### config.mk
export PLATFORM = sky130hd
export DESIGN_NAME = game_state_keeper_flat
export DESIGN_NICKNAME = d
export VERILOG_FILES = /design/src/rtl/game_state_keeper_if.sv /design/src/rtl/game_state_keeper.sv /design/src/flat_wrapper.sv
export SDC_FILE = /design/constraint.sdc
export NUM_CORES = 1
export LEC_CHECK = 0
export CAP_MARGIN = 25
export CORE_MARGIN = 2
export CORE_UTILIZATION = 40
export CTS_BUF_LIST = sky130_fd_sc_hd__clkbuf_16
export DETAILED_ROUTE_END_ITERATION = 8
export PLACE_DENSITY_LB_ADDON = 0.1
export SLEW_MARGIN = 20
export SYNTH_ARGS = -nofsm -noshare
export SYNTH_HDL_FRONTEND = slang
export SYNTH_SLANG_ARGS = --single-unit
### constraint.sdc
create_clock -name clk -period 32.8 [get_ports clk]
set_input_delay 8.2 -clock clk [delete_from_list [all_inputs] [get_ports clk]]
set_output_delay 8.2 -clock clk [all_outputs]
set_load 0.1 [all_outputs]
### src/rtl/game_state_keeper_if.sv
// game_state_keeper_if
// Command/state bus between game_controller (master) and game_state_keeper
// (slave).
//   game_state_en, sel        : command strobe and opcode (00 load, 01 commit,
//                               10 retract, 11 no-op)
//   level_state, next_state   : 134-bit candidate states {way, box, man}
//   game_state                : live registered board state
//   history_count/can_retract : undo history occupancy
//   step_count                : moves on the current level, net of retracts
//   retract_fail              : one-cycle pulse for a retract on empty history
interface game_state_keeper_if #(
  parameter int PTR_W  = 3,
  parameter int STEP_W = 10
);
  logic               game_state_en;
  logic [1:0]         sel;
  logic [133:0]       level_state;
  logic [133:0]       next_state;
  logic [133:0]       game_state;
  logic [PTR_W:0]     history_count;
  logic               can_retract;
  logic [STEP_W-1:0]  step_count;
  logic               retract_fail;

  modport master (
    output game_state_en, sel, level_state, next_state,
    input  game_state, history_count, can_retract, step_count, retract_fail
  );

  modport slave (
    input  game_state_en, sel, level_state, next_state,
    output game_state, history_count, can_retract, step_count, retract_fail
  );
endinterface

### src/rtl/game_state_keeper.sv
// game_state_keeper
// Holds the live Sokoban board state plus a circular undo history of DEPTH
// entries. Load replaces the state and clears the history, commit pushes the
// old state and takes next_state, retract pops the newest entry.
//   clk   : system clock, rising edge
//   reset : synchronous, active-high
//   bus   : game_state_keeper_if slave modport (commands in, state out)
module game_state_keeper #(
  parameter int DEPTH  = 8,
  parameter int PTR_W  = 3,
  parameter int STEP_W = 10
) (
  input  logic                 clk,
  input  logic                 reset,
  game_state_keeper_if.slave   bus
);

  localparam logic [PTR_W:0]    CNT_FULL = (PTR_W+1)'(DEPTH);
  localparam logic [STEP_W-1:0] STEP_MAX = '1;

  logic [133:0]      r_gs;
  logic [PTR_W:0]    r_cnt;
  logic              r_can;
  logic [STEP_W-1:0] r_step;
  logic              r_fail;
  logic [PTR_W-1:0]  r_wp;
  logic [133:0]      r_hist [DEPTH];

  logic [133:0]      w_gs_nxt;
  logic [PTR_W:0]    w_cnt_nxt;
  logic [STEP_W-1:0] w_step_nxt;
  logic              w_fail_nxt;
  logic [PTR_W-1:0]  w_wp_nxt;
  logic              w_wr_en;
  logic [PTR_W-1:0]  w_rd_addr;

  // Newest history entry sits just below the write pointer (wraps mod DEPTH).
  assign w_rd_addr = r_wp - PTR_W'(1);

  // Next-state decode of the command; everything holds unless a command says otherwise.
  always_comb begin
    w_gs_nxt   = r_gs;
    w_cnt_nxt  = r_cnt;
    w_step_nxt = r_step;
    w_wp_nxt   = r_wp;
    w_fail_nxt = 1'b0;
    w_wr_en    = 1'b0;
    if (bus.game_state_en) begin
      case (bus.sel)
        2'b00: begin
          // Pointer is left alone; a zero count makes old entries unreachable.
          w_gs_nxt   = bus.level_state;
          w_cnt_nxt  = '0;
          w_step_nxt = '0;
        end
        2'b01: begin
          w_wr_en  = 1'b1;
          w_wp_nxt = r_wp + PTR_W'(1);
          w_gs_nxt = bus.next_state;
          // When full the oldest slot is overwritten, so the count stays at DEPTH.
          if (r_cnt != CNT_FULL) begin
            w_cnt_nxt = r_cnt + (PTR_W+1)'(1);
          end else begin
            w_cnt_nxt = r_cnt;
          end
          if (r_step != STEP_MAX) begin
            w_step_nxt = r_step + STEP_W'(1);
          end else begin
            w_step_nxt = r_step;
          end
        end
        2'b10: begin
          if (r_cnt != '0) begin
            w_wp_nxt  = w_rd_addr;
            w_gs_nxt  = r_hist[w_rd_addr];
            w_cnt_nxt = r_cnt - (PTR_W+1)'(1);
            if (r_step != '0) begin
              w_step_nxt = r_step - STEP_W'(1);
            end else begin
              w_step_nxt = r_step;
            end
          end else begin
            w_fail_nxt = 1'b1;
          end
        end
        default: begin
          w_fail_nxt = 1'b0;
        end
      endcase
    end else begin
      w_fail_nxt = 1'b0;
    end
  end

  // State and output registers with synchronous reset.
  always_ff @(posedge clk) begin
    if (reset) begin
      r_gs   <= '0;
      r_cnt  <= '0;
      r_can  <= 1'b0;
      r_step <= '0;
      r_fail <= 1'b0;
      r_wp   <= '0;
    end else begin
      r_gs   <= w_gs_nxt;
      r_cnt  <= w_cnt_nxt;
      r_can  <= (w_cnt_nxt != '0);
      r_step <= w_step_nxt;
      r_fail <= w_fail_nxt;
      r_wp   <= w_wp_nxt;
    end
  end

  // History RAM write port; contents need no reset because the count gates reads.
  always_ff @(posedge clk) begin
    if (!reset && w_wr_en) begin
      r_hist[r_wp] <= r_gs;
    end
  end

  assign bus.game_state    = r_gs;
  assign bus.history_count = r_cnt;
  assign bus.can_retract   = r_can;
  assign bus.step_count    = r_step;
  assign bus.retract_fail  = r_fail;

endmodule

### src/flat_wrapper.sv
// flat-port wrapper written by rule: the top's interface ports become plain ports
module game_state_keeper_flat 
#(
  parameter int DEPTH  = 8,
  parameter int PTR_W  = 3,
  parameter int STEP_W = 10
)
  (clk, reset, bus_game_state_en, bus_sel, bus_level_state, bus_next_state, bus_game_state, bus_history_count, bus_can_retract, bus_step_count, bus_retract_fail);
  game_state_keeper_if #(.PTR_W(PTR_W), .STEP_W(STEP_W)) bus_i ();
  input  logic clk;
  input  logic reset;
  input wire logic [$bits(bus_i.game_state_en)-1:0] bus_game_state_en;
  input wire logic [$bits(bus_i.sel)-1:0] bus_sel;
  input wire logic [$bits(bus_i.level_state)-1:0] bus_level_state;
  input wire logic [$bits(bus_i.next_state)-1:0] bus_next_state;
  output wire logic [$bits(bus_i.game_state)-1:0] bus_game_state;
  output wire logic [$bits(bus_i.history_count)-1:0] bus_history_count;
  output wire logic [$bits(bus_i.can_retract)-1:0] bus_can_retract;
  output wire logic [$bits(bus_i.step_count)-1:0] bus_step_count;
  output wire logic [$bits(bus_i.retract_fail)-1:0] bus_retract_fail;
  assign bus_i.game_state_en = bus_game_state_en;
  assign bus_i.sel = bus_sel;
  assign bus_i.level_state = bus_level_state;
  assign bus_i.next_state = bus_next_state;
  assign bus_game_state = bus_i.game_state;
  assign bus_history_count = bus_i.history_count;
  assign bus_can_retract = bus_i.can_retract;
  assign bus_step_count = bus_i.step_count;
  assign bus_retract_fail = bus_i.retract_fail;
  game_state_keeper #(.DEPTH(DEPTH), .PTR_W(PTR_W), .STEP_W(STEP_W)) u_core (.clk(clk), .reset(reset), .bus(bus_i));
endmodule
Word-level counts from Yosys, hierarchy flattened
Memory sizes are Yosys's and may differ from the RTL's.
Index checks and enable logic that the tools add are counted.
{"block": "totals", "wordCells": 51, "reg_bits": 153, "memories": 1, "mem_bits_rw": 1072, "in_bits": 273, "output_inout_bits": 150}
{"block": "classes", "n_reduce_logical": 12, "add_sub_neg": 6, "n_eq_ne": 7, "bitwise_logic": 2, "mux": 17}
{"memory": "u_core.r_hist", "depth": 8, "word_bits": 134, "read_ports": 1, "rd_clocked_by_memory_dff": 0, "write_ports": 1, "line": "game_state_keeper.sv:27", "source": "logic [133:0] r_hist [DEPTH];"}
{"op": "134-bit one-hot mux with 3 select lines", "n": 1}
{"op": "134-bit 2-to-1 mux", "n": 1}
{"op": "10-bit 2-to-1 mux", "n": 3}
{"op": "10-bit one-hot mux with 3 select lines", "n": 1}
{"op": "4-bit 2-to-1 mux", "n": 3}
{"op": "4-bit one-hot mux with 3 select lines", "n": 1}
{"op": "10-bit by 1-bit adder with 10-bit output (second input constant)", "n": 1}
{"op": "10-bit != test (second input constant)", "n": 1}
{"op": "10-bit nonzero test", "n": 1}
{"op": "10-bit by 1-bit subtractor with 10-bit output (second input constant)", "n": 1}
{"op": "4-bit nonzero test", "n": 2}
{"op": "2-bit by 1-bit != test with 1-bit output (second input constant)", "n": 3}
{"op": "3-bit one-hot mux with 2 select lines", "n": 1}
{"op": "3-bit AND reduction", "n": 2}
{"op": "1-bit 2-to-1 mux", "n": 5}
{"op": "5-bit AND reduction", "n": 1}
{"op": "4-bit by 1-bit adder with 4-bit output (second input constant)", "n": 1}
{"op": "4-bit != test (second input constant)", "n": 1}
{"op": "4-bit by 1-bit subtractor with 4-bit output (second input constant)", "n": 1}
{"op": "3-bit by 1-bit adder with 3-bit output (second input constant)", "n": 1}
{"op": "3-bit 2-to-1 mux", "n": 1}
{"op": "3-bit nonzero test", "n": 1}
{"op": "3-bit OR reduction", "n": 1}
{"op": "3-bit by 1-bit subtractor with 3-bit output (second input constant)", "n": 1}
{"op": "other kinds (7)", "n": 8}

Depth between registers and ports, before layout
{"block": "logic_depth", "word_depth": 6, "ltp_mapped": 13, "ltp_nobuf": 10}

Least setup slack after synthesis
Ideal clock, no wire load.
{"block": "synth_path", "kind": "input to register", "startpoint": "input port bus_sel[1]", "endpoint": "memory u_core.r_hist[1][0] (enable)", "setup_ns": 0.792, "t_required_ns": 32.008, "path_buffers": 3, "arrival_ns": 18.347, "stages": 7, "slack_ns": 13.661, "cell_sequence": "inv_1 -> ha_1 -> clkbuf_1 -> clkbuf_1 -> buf_2 -> nand4_1 -> nor3_1"}
{"block": "synth_via", "elab_chain_cells": 6}
{"element": "start, declared", "line": "flat_wrapper.sv:13", "source": "input wire logic [$bits(bus_i.sel)-1:0] bus_sel;"}
{"element": "2-bit by 1-bit == test with 1-bit output", "line": "game_state_keeper.sv:49", "source": "case (bus.sel)"}
{"element": "1-bit 2-to-1 mux", "line": "game_state_keeper.sv:49"}
{"element": "1-bit 2-to-1 mux", "line": "game_state_keeper.sv:48", "source": "if (bus.game_state_en) begin"}
{"element": "1-bit logical AND", "line": "game_state_keeper.sv:116", "source": "if (!reset && w_wr_en) begin"}
{"element": "1-bit 2-to-1 mux", "line": "game_state_keeper.sv:116"}
{"element": "1-bit 2-to-1 mux (not written as such)", "line": "game_state_keeper.sv:117", "source": "r_hist[r_wp] <= r_gs;"}
{"element": "end, declared", "line": "game_state_keeper.sv:27"}
No other way between the ends.

Final worst setup path
{"block": "layout_path", "startpoint": "input port bus_sel[1]", "endpoint": "memory u_core.r_hist[3][117] (enable)"}
Same word-level chain as after synthesis.

==> results.md <==
- The post-synth net total is 2,839.
- Once layout is complete, the utilization of the core stands at 0.486.
- The class of the most critical setup path is in2reg.
- The area growth from synthesis to final layout is 20.2%.
- The count of buffers added on input and output ports is 422.
- The count of boundary I/O pins is 423.
- The share of the clock period used by the worst path after layout is 0.356.
- The run finished with clean final reports.
- The longest clock path from root to sink contains 3 buffers.
- For this run, asynchronously set or reset flops after synthesis account for 0.
- During synthesis, Yosys emitted a total of 0 warnings.
- For this block, the routed nets add up to 123,000 µm of wire.
- The flip-flop and latch count after synthesis is 1,225.
- The netlist area before placement is 0.0494 mm².
- The launch point of the worst hold path is u_core.bus.step_count[7].
- The kind of end point of the critical path is a register.
- The HPWL after detailed placement is 69,000 µm.
- After detailed routing, the number of remaining DRC violations is 0.
- In this run the vertical extent of the chip is 355 µm.
- The overall track demand over capacity in global routing is 0.193.
- The area inside the core boundary is 0.122 mm².
- The analysis attributes to net switching a power of 954 µW.
- The leftover overflow at the end of global routing is 0.
- The routed via count is 26.2k.
- The cell count after synthesis is 2,555.
- The kind of start point of the critical path is an input pin.
- The share of total power dissipated in combinational logic is 0.132.
- The floorplan step defined a die boundary enclosing 0.126 mm².
- For this configuration, the core starts out at a cell density of 0.404.
- The number of nets in the finished design is 3,250.
- Setup repair after global routing left no endpoint under its margin.
- The most critical setup path has its startpoint at bus_sel[1].
- The share of total power dissipated in sequential elements is 0.483.
- Of all cell types, the one taking the most synthesized area is sky130_fd_sc_hd__edfxtp_1.
- Post-CTS timing repair inserted 0 buffers for setup.
- After floorplanning, the core was divided into 128 placement rows.
- The clock-pin slew on the worst setup and hold paths is 60 ps.
- The worst path arrival time is 12,000 ps.
- The number of sinks driven by the clock tree is 1,225.
- The pin count of the biggest net entering global routing is 152.
- After synthesis, the cell types taking the most area are sky130_fd_sc_hd__edfxtp_1 (65%), sky130_fd_sc_hd__mux4_2 (12%), sky130_fd_sc_hd__dfxtp_1 (6.2%).
- Routability-driven placement finished with a final weighted congestion of 0.756.
- In this run, synthesis inferred 1,072 flip-flops with an integrated enable.
- The internal power of the cells totals 2750 µW.
- TritonCTS built the clock tree.
- In the final timing run, aggregate negative setup slack is 0 ps.
- The total power divided by cell area is 62.4 mW/mm².
- The first-iteration detailed-routing DRC count is 1,657.
- The H-tree was split into 4 levels.
- The worst slew margin relative to its limit is 0.262.
- The number of nets with antenna violations after detailed routing is 0.
- Using the TritonRoute via totals, the vias-per-cell ratio works out to 5.57.
- The worst setup skew after layout is 19.7 ps.
- The count of TritonRoute iterations in the first routing pass is 7.
- The wire length of the first global-routing pass is 181,000 µm.
- In this run the clock root is driven by a sky130_fd_sc_hd__clkbuf_16.
- The final-report max-slew violation count is 0.
- Of the total power, the share spent switching nets is 0.258.
- For the pin with the worst max-slew slack, the measured transition is 1100 ps.
- Of the synthesized area, sequential elements account for 0.714.
- The worst register-to-register path begins at u_core.r_wp[0].
- The via count of the first global-routing pass was 27.8k.
- Of the total power, the clock network draws 0.386.
- IR analysis of the VDD net gives a maximum drop of 0.0461 mV.
- In this run the worst path has a maximum fanout of 58.
- The number of maximum-capacitance constraint violations is 0.
- The total leakage power is 0.0187 µW.
- At the later pin of the worst-skew pair, clock insertion delay measures 730 ps.
- The worst hold path belongs to the class reg2reg.
- In this run, distinct cell masters in the synthesized netlist total 58.
- For this run, the leading register cell type out of synthesis is sky130_fd_sc_hd__edfxtp_1.
- The initial antenna violation count was 6.
- The time the worst path needs with I/O delays and setup is 11,670 ps.
- The achievable frequency is 85.7 MHz.
- The number of fill cells in the layout is 10.1k.
- The number of setup violations in the final report is 0.
- The number of clock buffers added by TritonCTS is 132.
- The number of gates resized after CTS was 0.
- The number of hold buffers added after CTS was 0.
- The area share of the largest cell type after synthesis is 0.652.
- STA puts the critical path data required time at 33,140 ps.
- The mean post-synth cell area is 19.3 µm².
- In the final routed layout, each cell accounts on average for 26.1 µm.
- The die is 355 µm wide.
- The fraction of final layout cells sized beyond drive strength 1 is 0.248.
- The number of failing hold endpoints at the final stage came to 0.
per-stage QoR:
stage	area (µm²)	hold WS, ps	std cells	setup slack (ps)	total power (µW)
6_report	59300	532	4697	21130	3700
5_1_grt	59300	582	4695	20900	3830
4_1_cts	59300	539	4695	21080	3750
3_5_place_dp	55200	531	4457	20290	2310
3_3_place_gp	55000	517	4450	20340	2300
2_1_floorplan	49400	529	2555	13660	2150
critical path, cell delays in order:
cell	delay (ps)
sky130_fd_sc_hd__clkdlybuf4s50_1	500
sky130_fd_sc_hd__inv_1	130
sky130_fd_sc_hd__ha_4	780
sky130_fd_sc_hd__nand4_1	580
sky130_fd_sc_hd__nor2_4	510
sky130_fd_sc_hd__buf_4	400
sky130_fd_sc_hd__buf_4	810
layout by cell type, fill, tap and decap left out, types with 6 or more instances in the layout:
cell	instances
sky130_fd_sc_hd__inv_1	42
sky130_fd_sc_hd__nand2_1	21
sky130_fd_sc_hd__clkdlybuf4s50_1	419
sky130_fd_sc_hd__buf_16	6
sky130_fd_sc_hd__ha_1	8
sky130_fd_sc_hd__buf_4	39
sky130_fd_sc_hd__a21oi_1	18
sky130_fd_sc_hd__o21ai_0	145
sky130_fd_sc_hd__nand2b_1	6
sky130_fd_sc_hd__bufinv_16	10
sky130_fd_sc_hd__clkinvlp_4	10
sky130_fd_sc_hd__dfxtp_1	152
sky130_fd_sc_hd__nor3_1	139
sky130_fd_sc_hd__mux4_2	267
sky130_fd_sc_hd__clkinv_1	23
sky130_fd_sc_hd__nor2_1	18
sky130_fd_sc_hd__edfxtp_1	1072
sky130_fd_sc_hd__a31oi_1	6
sky130_fd_sc_hd__a221oi_2	104
sky130_fd_sc_hd__nor2_4	6
sky130_fd_sc_hd__nand4_1	6
sky130_fd_sc_hd__clkinv_2	17
sky130_fd_sc_hd__a221oi_1	32
sky130_fd_sc_hd__nand3b_1	136
sky130_fd_sc_hd__clkbuf_16	134
sky130_fd_sc_hd__nand3_1	8
sky130_fd_sc_hd__mux2_2	134
sky130_fd_sc_hd__buf_12	8
final cells by class:
cell class                      count  area (µm²)  share of cell area
Antenna cell                        2        5.00           0.0000843
Tap cell                         1625        2030              0.0343
Timing Repair Buffer              473        4820              0.0813
Sequential cell                  1225       35300               0.594
Clock buffer                      134        3350              0.0565
Multi-Input combinational cell   1123       13000               0.219
Clock inverter                    104         807              0.0136
Inverter                           11        41.3            0.000696
worst paths after layout:
kind / to / slack [ps] / cells after the start
hold / removal: u_core.bus.step_count[7] / 530 / 2
hold reg to reg: u_core.bus.step_count[7] / 530 / 2
setup / recovery: u_core.r_hist[3][117] / 21130 / 7
setup reg to reg: u_core.bus.game_state[110] / 28400 / 9
layer usage:
metal  share of wire  GRT usage
met1            0.43      0.256
met2            0.50      0.325
met4           0.023     0.0559
met5         0.00029          0
met3           0.049     0.0369
logic make-up after synthesis:
family	Yosys count	synth area share
buffers and inverters	207	0.0247
xor gates and xnor gates	9	0.00198
AOI/OAI and AO/OA	324	0.0579
DFF	1225	0.714
muxes	404	0.153
adders and majority gates	11	0.00279
and+or+nand+nor	375	0.0456
sequential cells by signal, indices dropped and copies added (netlist names):
signal / count
u_core.r_hist: 1072
u_core.r_wp: 3
u_core.bus.history_count: 4
u_core.bus.game_state: 134
u_core.bus.retract_fail: 1
u_core.bus.can_retract: 1
u_core.bus.step_count: 10
power groups by stage:
stage | combinational [µW] | clock [µW] | sequential, µW
3_3_place_gp | 486 | 0 | 1820
3_5_place_dp | 494 | 0 | 1820
5_1_grt | 514 | 1530 | 1790
6_report | 487 | 1430 | 1790
2_1_floorplan | 235 | 0 | 1920
4_1_cts | 495 | 1470 | 1790
cells in the mapped netlist (5+ instances only):
cell / count
sky130_fd_sc_hd__a21oi_1: 18
sky130_fd_sc_hd__nand2b_1: 7
sky130_fd_sc_hd__edfxtp_1: 1072
sky130_fd_sc_hd__nand3b_1: 136
sky130_fd_sc_hd__inv_1: 9
sky130_fd_sc_hd__nand2_1: 21
sky130_fd_sc_hd__nor2_1: 24
sky130_fd_sc_hd__a31oi_1: 6
sky130_fd_sc_hd__o21ai_0: 145
sky130_fd_sc_hd__buf_2: 56
sky130_fd_sc_hd__mux4_2: 267
sky130_fd_sc_hd__clkbuf_1: 67
sky130_fd_sc_hd__nor3_1: 141
sky130_fd_sc_hd__ha_1: 11
sky130_fd_sc_hd__a221oi_2: 104
sky130_fd_sc_hd__nor4_1: 5
sky130_fd_sc_hd__mux2_2: 134
sky130_fd_sc_hd__a221oi_1: 32
sky130_fd_sc_hd__buf_1: 20
sky130_fd_sc_hd__buf_4: 12
sky130_fd_sc_hd__dfxtp_1: 153
sky130_fd_sc_hd__or3_1: 5
sky130_fd_sc_hd__buf_6: 39
sky130_fd_sc_hd__nor2b_1: 5
sky130_fd_sc_hd__nand3_1: 8
sky130_fd_sc_hd__nand4_1: 6
No activity file was read; power rests on OpenSTA's default activity.
